==> src/rtl/wb_master_bridge.sv <==
// Wishbone classic single-transfer initiator. It takes one command at a time on a valid/ready port,
// runs one bus cycle with a watchdog, and returns the read data and an error flag on a response port.
module wb_master_bridge #(
  parameter int TIMEOUT  = 255,
  parameter int ERRCNT_W = 8
) (
  input  logic                wb_clk_i,
  input  logic                wb_rst_i,
  input  logic                cmd_valid_i,
  output logic                cmd_ready_o,
  input  logic                cmd_we_i,
  input  logic [3:0]          cmd_sel_i,
  input  logic [31:0]         cmd_adr_i,
  input  logic [31:0]         cmd_dat_i,
  output logic                rsp_valid_o,
  input  logic                rsp_ready_i,
  output logic [31:0]         rsp_dat_o,
  output logic                rsp_err_o,
  output logic                wbm_cyc_o,
  output logic                wbm_stb_o,
  output logic                wbm_we_o,
  output logic [3:0]          wbm_sel_o,
  output logic [31:0]         wbm_adr_o,
  output logic [31:0]         wbm_dat_o,
  input  logic [31:0]         wbm_dat_i,
  input  logic                wbm_ack_i,
  input  logic                wbm_err_i,
  output logic [ERRCNT_W-1:0] err_cnt_o
);

  typedef enum logic [1:0] {IDLE, BUS, RESP} state_t;

  localparam logic [15:0] TIMER_MAX = 16'(TIMEOUT - 1);

  state_t      state, next_state;
  logic [15:0] timer;
  logic        cmd_ready_q;
  logic        accept;
  logic        timed_out;

  assign accept    = (state == IDLE) && cmd_ready_q && cmd_valid_i;
  assign timed_out = (timer == TIMER_MAX);

  always_ff @(posedge wb_clk_i or negedge wb_rst_i) begin
    if (!wb_rst_i) state <= IDLE;
    else           state <= next_state;
  end

  // ack outranks err and the watchdog; any of the three ends the bus cycle
  always_comb begin
    next_state = state;
    case (state)
      IDLE:    if (accept) next_state = BUS;
      BUS:     if (wbm_ack_i || wbm_err_i || timed_out) next_state = RESP;
      RESP:    if (rsp_ready_i) next_state = IDLE;
      default: next_state = IDLE;
    endcase
  end

  always_comb begin
    wbm_cyc_o   = (state == BUS);
    wbm_stb_o   = (state == BUS);
    rsp_valid_o = (state == RESP);
    cmd_ready_o = cmd_ready_q;
  end

  // Ready is registered so it stays low while in reset and rises one edge after release.
  always_ff @(posedge wb_clk_i or negedge wb_rst_i) begin
    if (!wb_rst_i) begin
      cmd_ready_q <= 1'b0;
      wbm_we_o    <= 1'b0;
      wbm_sel_o   <= '0;
      wbm_adr_o   <= '0;
      wbm_dat_o   <= '0;
      timer       <= '0;
      rsp_dat_o   <= '0;
      rsp_err_o   <= 1'b0;
      err_cnt_o   <= '0;
    end else begin
      cmd_ready_q <= (next_state == IDLE);
      if (accept) begin
        wbm_we_o  <= cmd_we_i;
        wbm_sel_o <= cmd_sel_i;
        wbm_adr_o <= cmd_adr_i;
        wbm_dat_o <= cmd_dat_i;
        timer     <= '0;
      end
      if (state == BUS) begin
        timer <= timer + 16'd1;
        if (next_state == RESP) begin
          rsp_dat_o <= (wbm_ack_i && !wbm_we_o) ? wbm_dat_i : 32'd0;
          rsp_err_o <= !wbm_ack_i;
          if (!wbm_ack_i && (err_cnt_o != '1))
            err_cnt_o <= err_cnt_o + 1'b1;
        end
      end
    end
  end

endmodule

==> config.mk <==
export PLATFORM = sky130hd
export DESIGN_NAME = wb_master_bridge
export DESIGN_NICKNAME = d
export VERILOG_FILES = /design/src/rtl/wb_master_bridge.sv
export SDC_FILE = /design/constraint.sdc
export NUM_CORES = 1
export LEC_CHECK = 0
export ABC_CLOCK_PERIOD_IN_PS = 3500
export CAP_MARGIN = 10
export CORE_MARGIN = 5
export CORE_UTILIZATION = 40
export DETAILED_ROUTE_END_ITERATION = 8
export PLACE_DENSITY = 0.85
export SYNTH_ARGS = -nofsm -noshare
export SYNTH_HDL_FRONTEND = slang
export SYNTH_SLANG_ARGS = --single-unit
export TNS_END_PERCENT = 1
==> constraint.sdc <==
create_clock -name wb_clk_i -period 3.5 [get_ports wb_clk_i]
set_clock_uncertainty 0.2 [all_clocks]
set_input_delay 0.7 -clock wb_clk_i [delete_from_list [all_inputs] [get_ports wb_clk_i]]
set_output_delay 0.7 -clock wb_clk_i [all_outputs]
set_load 0.03 [all_outputs]
==> results.py <==
metrics = {
    "status": {
        "status": "completed",
    },
    "placement": {
        "gp_congestion": 0.859,
        "dp_hpwl_mm": 10.1,
        "io_buffers": 220,
    },
    "worst_setup_path": {
        "worst-r2r-cell-count": 8,
        "crit_fanout": 19,
        "critPathLaunchType": "register",
        "r2r-end": "err_cnt_o[2]$_DFFE_PN0P_",
        "r2r_start": "timer[0]$_DFFE_PN0P_",
        "cp-end-kind": "output pin",
        "required_ps": 2600,
        "crit_arrival_ps": 2210,
        "path_class": "register to output pin",
        "rrSetupSlack_ps": 900,
    },
    "worst_hold_path": {
        "hold_path.class": "register to register",
        "hold_depth": 2,
        "hp-start": "wbm_adr_o[10]$_DFFE_PN0P_",
        "holdPathEnd": "wbm_adr_o[10]$_DFFE_PN0P_",
    },
    "drt": {
        "dr.pass1.iters": 4,
        "drt-met1-wl_mm": 6.19,
        "drc": 0,
        "wl_met2_mm": 6.51,
        "wl_per_cell_um": 14.9,
        "via_count": 4652,
        "wl_met3_mm": 1.65,
        "ant_nets": 0,
        "top_layer_used": "met4",
        "via_per_inst": 4.73,
        "wl_mm": 14.6,
        "initialDrtViolationCount": 266,
    },
    "cells_and_area": {
        "fin_nets": 905,
        "final_common_cell": "nand2_1",
        "drive_above_1_share_pct": 6.44,
        "antennaDiodeCount": 0,
        "final_cell_mix": "285 x nand2_1, 219 x clkdlybuf4s50_1, 129 x dfrtp_1",
        "syn_to_final_growth_pct": 57.1,
    },
    "synth": {
        "syn_area_mm2": 0.00530,
        "synth-seq-area-share_pct": 61.0,
        "synth_nets": 689,
        "yosysUniqueCellTypes": 35,
        "ys_ff_latch": 129,
        "syn_avg_cell_area_um2": 9.15,
        "netlist_instances": 579,
        "synth-warning-count": 0,
    },
    "clock_tree": {
        "numCtsBuffers": 17,
        "ctsResizeCount": 0,
        "worstSkewPairLatency_ps": 400,
        "clock_sinks": 129,
        "cts_tree": "yes",
        "htree_levels": 4,
        "clockRootBuffer": "clkbuf_16",
        "clk_pin_slew_worst_paths_ps": 60,
        "post_cts_buffers": 0,
        "cts.path.max_buffers": 2,
    },
    "sta": {
        "timing.fmax_mhz": 322,
        "worstMarginPinSlew_ps": 599,
        "hold_ws_ps": 271,
        "slew_headroom_pct": 59.9,
        "slew_viol_final": 0,
        "post-route-period-util_pct": 88.8,
        "fin_crit_ps": 3110,
        "setup-tns-final_ps": 0,
        "hold_viol_final": 0,
        "finalSetupViolations": 0,
        "rsz0062_at_grt": "false",
    },
    "die": {
        "core-area_mm2": 0.0131,
        "rows": 42,
        "dieArea_mm2": 0.0156,
        "start_util_pct": 40.5,
        "io_pins": 221,
        "fp.dieH_um": 125,
        "die_w_um": 125,
    },
    "global_route": {
        "grt_use_total_pct": 19.0,
        "antenna_found_initial": 0,
        "grt_max_degree": 78,
        "grt_pass1_vias": 4705,
        "grt_pass1_wl_mm": 24.0,
        "grt_overflow": 0,
    },
    "pwr": {
        "power.leakage_nw": 3.85,
        "p_per_area_mw_per_mm2": 938,
        "peakVddDrop_uv": 568,
        "p_total_mw": 7.80,
    },
    "job": {
        "cap_viol_max_count": 0,
    },
}
registers in the layout, indices dropped and copies added (netlist names):
signal       count
rsp_dat_o       32
wbm_adr_o       32
wbm_dat_o       32
timer           16
err_cnt_o        8
wbm_sel_o        4
state            2
cmd_ready_o      1
rsp_err_o        1
wbm_we_o         1
power breakdown:
group          total (mW)  leakage (nW)  internal (mW)  switching, mW
combinational        3.57          1.89           1.39           2.18
sequential           2.41          1.66           2.06          0.352
clock                1.82         0.299           1.19          0.624
layout make-up:
cell class                 instances  area (µm²)
clock inverter                     9         129
multi-input combinational        415        1940
tap                              176         220
inverter                           3        11.3
clock buffer                      23         488
timing repair buffer             229        2310
sequential                       129        3230
fill                            1047        4770
cells by family (layout without fill, tap and decap cells):
| logic type | Yosys count | after routing | share of synthesized area [%] |
|---|---|---|---|
| DFF | 129 | 129 | 61.0 |
| adders and majority gates | 3 | 3 | 0.709 |
| xor gates and xnor gates | 5 | 5 | 0.827 |
| AOI/OAI and AO/OA | 61 | 61 | 6.14 |
| and+or+nand+nor | 339 | 339 | 27.1 |
| buffers and inverters | 35 | 264 | 2.91 |
| muxes | 7 | 7 | 1.39 |
per-layer routing:
metal / global-route usage, % / up-vias
li1: - / 2307
met1: 23.2 / 2131
met2: 29.5 / 196
met3: 9.25 / 18
met4: 6.82 / 0
met5: 0 / -
worst max-delay path, cell delays in order (launching register included):
cell and delay, ps:
dfrtp_1 400, nand2b_1 150, buf_4 190, inv_1 280, clkdlybuf4s50_1 780
worst max path at each step:
stage / cells past startpoint / start / endpoint / slack (ps)
6_report: 4 / state[1]$_DFF_PN0_ / wbm_stb_o / 390
5_1_grt: 4 / state[1]$_DFF_PN0_ / wbm_stb_o / 280
4_1_cts: 4 / state[1]$_DFF_PN0_ / wbm_stb_o / 350
3_5_place_dp: 5 / cmd_valid_i / wbm_adr_o[0]$_DFFE_PN0P_ / 730
3_3_place_gp: 5 / cmd_valid_i / wbm_sel_o[1]$_DFFE_PN0P_ / 780
2_1_floorplan: 8 / timer[0]$_DFFE_PN0P_ / err_cnt_o[7]$_DFFE_PN0P_ / 1090
repair_timing:
action	4_1_cts	5_1_grt
hold buffers	1	0
endpoints found under the setup margin	0	0
hold endpoints to repair	18	0
through the flow:
step / cell area (µm²) / cells / utilization [%] / setup slack, ps
after floorplan: 5300 / 579 / - / 1090
after global placement: 7690 / 951 / 58.8 / 779
after detailed placement: 7690 / 951 / 58.8 / 726
after CTS: 8320 / 984 / 63.6 / 353
after global routing: 8320 / 984 / 63.6 / 282
final: 8320 / 984 / 63.6 / 391
synth_stat cells:
master | count | area share, %
nand2_1 | 285 | 20
dfrtp_1 | 129 | 61
o21ai_0 | 51 | 4.8
clkbuf_1 | 23 | 1.6
nand3_1 | 11 | 1.0
nor2_1 | 10 | 0.71
nand4_1 | 8 | 0.95
xor2_1 | 5 | 0.83
a31oi_1 | 4 | 0.47
and3_1 | 4 | 0.47
mux2i_1 | 4 | 0.76
nand2b_1 | 4 | 0.47
nor4_2 | 4 | 0.95
buf_1 | 3 | 0.21
buf_2 | 3 | 0.28
ha_1 | 3 | 0.71
inv_1 | 3 | 0.21
nor3_1 | 3 | 0.28
and4_1 | 2 | 0.33
buf_6 | 2 | 0.43
mux2_2 | 2 | 0.43
o31ai_1 | 2 | 0.28
o41ai_1 | 2 | 0.33
a21oi_1 | 1 | 0.094
buf_4 | 1 | 0.14
mux2_1 | 1 | 0.21
nand4bb_1 | 1 | 0.21
nor2b_1 | 1 | 0.12
nor3_2 | 1 | 0.19
nor3b_1 | 1 | 0.14
nor4_4 | 1 | 0.40
nor4b_2 | 1 | 0.28
o21a_1 | 1 | 0.14
or3_1 | 1 | 0.12
or4b_1 | 1 | 0.19
Note: power is estimated with default switching activity, not from simulation.
